[src/rtl/control_sequencer.sv]
// control_sequencer: instruction-cycle FSM for the core. Decodes the registered
// state into a one-hot state vector and the frame write enables, handles the
// memory ready handshakes for fetch and data access, and traps a memory
// timeout into a sticky FAULT state.
// Optional feature: define RETIRE_COUNT_EN to build the retired-instruction
// counter; without it instrRetired is tied to 0.
module control_sequencer #(
  parameter int MEM_WAIT_W   = 4,
  parameter int MAX_MEM_WAIT = 15,
  parameter int INSTR_CNT_W  = 32
) (
  input  logic                   clk,
  input  logic                   reset,
  input  logic                   run,
  input  logic                   stall,
  input  logic                   isLoad,
  input  logic                   isStore,
  input  logic                   memReady,
  output logic [6:0]             stateVec,
  output logic                   fetchReq,
  output logic                   memEnable,
  output logic                   decodeWe,
  output logic                   setupWe,
  output logic                   cir_writeEnable,
  output logic                   pc_writeEnable,
  output logic                   result_we,
  output logic                   memFault,
  output logic [INSTR_CNT_W-1:0] instrRetired
);

  typedef enum logic [3:0] {
    S_IDLE, S_FETCH_REQ, S_FETCH_RECV, S_DECODE, S_SETUP,
    S_EXECUTE, S_MEM_READ, S_WRITEBACK, S_FAULT
  } state_t;

  localparam logic [MEM_WAIT_W-1:0] MAX_W = MEM_WAIT_W'(MAX_MEM_WAIT);

  state_t                state;
  logic [MEM_WAIT_W-1:0] wait_cnt;
  logic                  fault_q;
  logic                  mem_op;
  logic                  mem_wait;
  logic                  timeout;
  logic                  exec_exit;
  logic [INSTR_CNT_W-1:0] retire_cnt;

  assign mem_op    = isLoad | isStore;
  // States in which the sequencer is waiting on memReady
  assign mem_wait  = (state == S_FETCH_REQ) || ((state == S_EXECUTE) && mem_op);
  // Handshake takes priority over the timeout in the same cycle
  assign timeout   = mem_wait && !memReady && (wait_cnt == MAX_W);
  assign exec_exit = (state == S_EXECUTE) && (!mem_op || memReady);

  // State, wait counter and sticky fault; everything holds while stalled
  always_ff @(posedge clk) begin
    if (reset) begin
      state    <= S_IDLE;
      wait_cnt <= '0;
      fault_q  <= 1'b0;
    end else if (!stall) begin
      case (state)
        S_IDLE: if (run) begin
          state    <= S_FETCH_REQ;
          wait_cnt <= '0;
        end
        S_FETCH_REQ: begin
          if (memReady)     state <= S_FETCH_RECV;
          else if (timeout) begin
            state   <= S_FAULT;
            fault_q <= 1'b1;
          end else          wait_cnt <= wait_cnt + 1'b1;
        end
        S_FETCH_RECV: state <= S_DECODE;
        S_DECODE:     state <= S_SETUP;
        S_SETUP: begin
          state    <= S_EXECUTE;
          wait_cnt <= '0;
        end
        S_EXECUTE: begin
          if (!mem_op)      state <= S_WRITEBACK;
          else if (memReady) state <= isLoad ? S_MEM_READ : S_WRITEBACK;
          else if (timeout) begin
            state   <= S_FAULT;
            fault_q <= 1'b1;
          end else          wait_cnt <= wait_cnt + 1'b1;
        end
        S_MEM_READ: state <= S_WRITEBACK;
        S_WRITEBACK: begin
          if (run) begin
            state    <= S_FETCH_REQ;
            wait_cnt <= '0;
          end else state <= S_IDLE;
        end
        S_FAULT: state <= S_FAULT;
        default: state <= S_IDLE;
      endcase
    end
  end

`ifdef RETIRE_COUNT_EN
  // Retired-instruction count, one per unstalled WRITEBACK cycle, wraps naturally
  always_ff @(posedge clk) begin
    if (reset)                                 retire_cnt <= '0;
    else if (!stall && state == S_WRITEBACK)   retire_cnt <= retire_cnt + 1'b1;
  end
`else
  assign retire_cnt = '0;
`endif

  // Output decode from registered state; reset forces every output low so a
  // reset mid-instruction never leaks a partial enable
  always_comb begin
    stateVec        = '0;
    fetchReq        = 1'b0;
    memEnable       = 1'b0;
    cir_writeEnable = 1'b0;
    decodeWe        = 1'b0;
    setupWe         = 1'b0;
    pc_writeEnable  = 1'b0;
    result_we       = 1'b0;
    memFault        = 1'b0;
    instrRetired    = '0;
    if (!reset) begin
      stateVec[0]     = (state == S_FETCH_REQ);
      stateVec[1]     = (state == S_FETCH_RECV);
      stateVec[2]     = (state == S_DECODE);
      stateVec[3]     = (state == S_SETUP);
      stateVec[4]     = (state == S_EXECUTE);
      stateVec[5]     = (state == S_MEM_READ);
      stateVec[6]     = (state == S_WRITEBACK);
      fetchReq        = (state == S_FETCH_REQ);
      memEnable       = (state == S_EXECUTE) && mem_op;
      cir_writeEnable = !stall && (state == S_FETCH_RECV);
      decodeWe        = !stall && (state == S_DECODE);
      setupWe         = !stall && (state == S_SETUP);
      pc_writeEnable  = !stall && exec_exit;
      result_we       = !stall && (exec_exit || (state == S_MEM_READ));
      memFault        = fault_q;
      instrRetired    = retire_cnt;
    end
  end

endmodule

[config.mk]
export PLATFORM = sky130hd
export DESIGN_NAME = control_sequencer
export DESIGN_NICKNAME = d
export VERILOG_FILES = /design/src/rtl/control_sequencer.sv
export SDC_FILE = /design/constraint.sdc
export NUM_CORES = 1
export LEC_CHECK = 0
export BUFFER_PORTS_ARGS = -buffer_cell sky130_fd_sc_hd__buf_2
export CAP_MARGIN = 20
export CORE_ASPECT_RATIO = 1.2
export CORE_MARGIN = 1.5
export CORE_UTILIZATION = 30
export CTS_CLUSTER_DIAMETER = 40
export CTS_CLUSTER_SIZE = 30
export DETAILED_ROUTE_END_ITERATION = 10
export PLACE_DENSITY_LB_ADDON = 0.08
export SYNTH_ARGS = -nofsm -noshare
export SYNTH_HDL_FRONTEND = slang
export SYNTH_SLANG_ARGS = --single-unit
[constraint.sdc]
create_clock -name clk -period 2.3 [get_ports clk]
set_input_delay 0 -clock clk [delete_from_list [all_inputs] [get_ports clk]]
set_output_delay 0 -clock clk [all_outputs]
set_load 0.01 [all_outputs]
# Word level (Yosys, flattened, before mapping)
# Index checks and enable logic that the tools add are counted.
# Widths: inputs -> output; s select.
# word_totals
in_bits	7
reg_bits	9
output_inout_bits	47
# classes
bitwise_logic	2
n_eq_ne	12
n_reduce_logical	22
n_addsub	1
n_mux	26
# ops
operator	n
$mux 4	9
$pmux 4 s9	1
$eq 4x3->1 const B	4
$pmux 4 s4	1
$mux 1	13
$logic_and 1x1->1	9
$eq 4x2->1 const B	2
$eq 4x4->1 const B	2
$mux 7	1
$add 4x1->4 const B	1
$eq 4x1->1 const B	1
$logic_not 4->1	1
$ne 2x2->1 const B	2
$reduce_and 4->1	1
$reduce_bool 4->1	1
$logic_not 1->1	3
$logic_or 1x1->1	3
$reduce_and 3->1	1
$ne 2x1->1 const B	1
$pmux 1 s2	1
$reduce_and 2->1	1
$reduce_bool 2->1	1
$reduce_or 2->1	1
$not 1->1	1
$or 1x1->1	1

# Logic depth before layout (Yosys ltp)
# depth
ltp_word	9
ltp_mapped	6

# Least setup slack after synthesis
# Ideal clock, no wire load.
# synth_timing
kind	reg-to-reg
start	reg state[1]
end	reg wait_cnt[3]
setup_ps	117
arrival_ps	1573
n_path_buf	0
stages_incl_launch_ff	6
slack_ps	609
cell_sequence	dfxtp_1 or4b_4 a41oi_4 and4_1 o21ai_1 a32o_1
# synth_via
elab_chain_cells	9
word_cells_on_any_way	18
classes_between	eq/ne (6); mux (4); reduce/logical (8)
# synth_rtl
element	line	rtl
from (decl)	38	state_t state;
from (signal assigned)	81	else if (memReady) state <= isLoad ? S_MEM_READ : S_WRITEBACK;
$eq 4x3->1	49, 61	
$logic_and 1x1->1	49	assign mem_wait = (state == S_FETCH_REQ) || ((state == S_EXECUTE) && mem_op);
$logic_or 1x1->1	49	
$logic_and 1x1->1 (2 in series)	51	assign timeout = mem_wait && !memReady && (wait_cnt == MAX_W);
$mux 4 (3 in series)	--	
$pmux 4 s4	61	case (state)
to (signal assigned)	71	end else wait_cnt <= wait_cnt + 1'b1;
to (signal assigned)	85	end else wait_cnt <= wait_cnt + 1'b1;
to (decl)	39	logic [MEM_WAIT_W-1:0] wait_cnt;
# Parallel ways exist; a longest one is shown, timed or not. The select of a mux whose other input is x is not followed.
# A chain may end at the register's enable or synchronous reset.

# Final worst setup path
# layout_timing
start	reg state[3]
end	reg wait_cnt[3]
# Same word-level chain as after synthesis.

==> reports/metrics.csv <==
stage,metric,value,unit
cts,cts_buffers,3,
route,drc,0,
route,vias,872,
flow_run,drv_cap,0,
placement,dp_hpwl,1740,um
final_layout,design_area,998,sq um
floorplan,fp.dieW,54.6,um
sta,hold_viol_final,0,
cts,worstSkewPairLatency,260,ps
setup_path,cp-end-kind,register,
sta,drv_slew,0,
route,ant_nets,0,
final_layout,drive_above_1_share,0.217,
setup_path,crit_path_cell_trace,or4b_4 > a41oi_4 > and4_1 > o21ai_1 > a32o_1,
sta,maxSlewHeadroom,0.586,
placement,place_ws,402,ps
min_path,hp-class,in -> reg,
placement,placed_area,972,sq um
sta,tns,0,ps
power_and_ir_drop,peakVddDrop,0.175,mV
placement,gp_congestion,0.814,
logic_synthesis,ys_seq_area_frac,0.188,
setup_path,startpoint,state[3]$_SDFFE_PP0P_,
floorplan,start_util,0.313,
sta,max_freq,521,MHz
route,dr.first_iter.drc_count,11,
setup_path,slowest_delay,610,ps
final_layout,mostFrequentLayoutCells,"conb_1, buf_2, nor2_1",
logic_synthesis,async_flop_share,0,
cts,cts_resized,0,
setup_path,worstSetupStartpointType,register,
grt,grt_overflow,0,
logic_synthesis,syn_area,957,sq um
sta,rsz0062_at_grt,false,
logic_synthesis,ys_seq_elements,9,
grt,grt_max_degree,18,
setup_path,path_max_fanout,12,
logic_synthesis,synthDistinctLibCells,34,
cts,ctsRootBufferMaster,clkbuf_4,
power_and_ir_drop,p_int,251,uW
route,viasPerCell,4.64,
cts,postCtsHoldBufs,0,
power_and_ir_drop,netSwitchingPower,123,uW
setup_path,critPathKind,reg -> reg,
sta,finalSetupViolCount,0,
logic_synthesis,synth_cells,133,
power_and_ir_drop,power_frac_seq,0.426,
floorplan,die_height,64.9,um
final_layout,fillers,347,
logic_synthesis,syn_area_per_cell,7.20,sq um
grt,met1_usage,0.167,
power_and_ir_drop,p_per_area,375,nW/um^2
cts,clkSlewWorstSetupHoldPaths,70,ps
cts,cts_buffer_depth,2,
floorplan,rows,22,
grt,grt_use_met2,0.220,
grt,grt_pass1_wl,3530,um
power_and_ir_drop,p_comb_frac,0.243,
setup_path,arrival,2070,ps
power_and_ir_drop,p_leak,0.460,nW
final_layout,layout_commonest_cell,conb_1,
logic_synthesis,synth-edff-count,0,
min_path,min_from,stall,
final_layout,diodes,0,
sta,min_period,1920,ps
setup_path,path_delay_family,simple AND/OR/NAND/NOR gates,
cts,clkSinkCount,9,
sta,fin_crit_sh,0.835,
setup_path,crit_buf_inv,0,
cts,post_cts_buffers,0,
route,firstDrtPassIters,4,
logic_synthesis,synthFlopType,dfxtp_1,
route,routedWlPerCell,11.4,um
setup_path,worstPathRequired,2450,ps
outcome,status,finished clean,
sta,clock_skew,4.66,ps
route,drt_wl_total,2150,um
final_layout,num-nets-final,161,
grt,grt_pass1_vias,811,
grt,grt_use_met3,0.0184,
grt,grtUsageTotal,0.133,
sta,layout_setup_ws,379,ps
setup_path,slowest_stage,or4b_4,
setup_path,r2r-start,state[3]$_SDFFE_PP0P_,
floorplan,io_pins,54,
floorplan,dieArea,3540,sq um
cts,cts_tree,built,
sta,tightest_slew,618,ps
grt,antenna_found_initial,0,
final_layout,syn_to_final_growth,4.31,%
grt,busiest_layer,met2,
floorplan,coreArea,3060,sq um
power_and_ir_drop,pwr-share-clk,0.331,
power_and_ir_drop,p_sw_frac,0.330,
cts,htreeDepth,1,
logic_synthesis,yosys_warnings,0,
placement,numPortBuffers,21,
## cells in the mapped netlist (4+ instances only)
cell type | n | area, sq um
buf_4 | 33 | 248
nor2_1 | 13 | 48.8
dfxtp_1 | 9 | 180
clkbuf_1 | 7 | 26.3
nand2_1 | 7 | 26.3
nand2b_1 | 6 | 37.5
nor3_1 | 6 | 30.0
inv_1 | 5 | 18.8
a21oi_1 | 4 | 20.0
nor2b_1 | 4 | 25.0
nor4_1 | 4 | 25.0
o21ai_0 | 4 | 20.0
or2_2 | 4 | 25.0
## cell families (layout without fill, tap and decap cells)
kind of cell	after synthesis	after routing	synth area share
AO/OA/AOI/OAI	24	24	0.191
adder cells (fa/ha/maj)	1	1	0.0131
buffers and inverters	45	33	0.306
other	1	32	0.00392
AND/OR/NAND/NOR	53	53	0.298
flip-flops	9	9	0.188
## metrics by stage
stage	power, mW	hold WS [ps]	utilization	instances
floorplan	0.273	154	-	164
global placement	0.255	387	0.318	184
detailed placement	0.254	375	0.318	184
CTS	0.383	94.9	0.327	188
global route	0.401	134	0.327	188
finish	0.375	108	0.327	188
## power by group through the flow
stage | logic (mW) | registers, mW | clock network, mW
floorplan | 0.110 | 0.164 | 0
global placement | 0.0913 | 0.163 | 0
detailed placement | 0.0903 | 0.163 | 0
CTS | 0.0906 | 0.160 | 0.133
global route | 0.105 | 0.160 | 0.136
finish | 0.0910 | 0.160 | 0.124
## registers in the layout, summed over array words and instances (netlist names)
| name | flops |
|---|---|
| fault_q | 1 |
| state | 4 |
| wait_cnt | 4 |
## worst register-to-register path: stages, from the launching register on
cell and delay (ps):
dfxtp_1 420, or4b_4 620, a41oi_4 240, and4_1 240
o21ai_1 60, a32o_1 240
## routing by layer
metal / wire [um] / up-vias
li1: - / 436
met1: 927 / 406
met2: 1120 / 28
met3: 90 / 2
met4: 17 / 0
met5: 0 / -
## final timing paths
path | cells past startpoint | slack, ps | end
setup / recovery | 5 | 380 | wait_cnt[3]$_SDFFE_PP0P_
hold / removal | 3 | 110 | state[2]$_SDFFE_PP0P_
setup reg to reg | 5 | 380 | wait_cnt[3]$_SDFFE_PP0P_
hold reg to reg | 2 | 480 | fault_q$_SDFFE_PP0P_
## final cells by class
class                      count  area (sq um)  area share
clock buffer                   4          26.3      0.0263
inverter                       5          18.8      0.0188
multi-input combinational    110           601       0.602
tap                           36          45.0      0.0451
timing repair buffer          24           128       0.128
sequential                     9           180       0.180
Power figures use the tool's default switching activity.
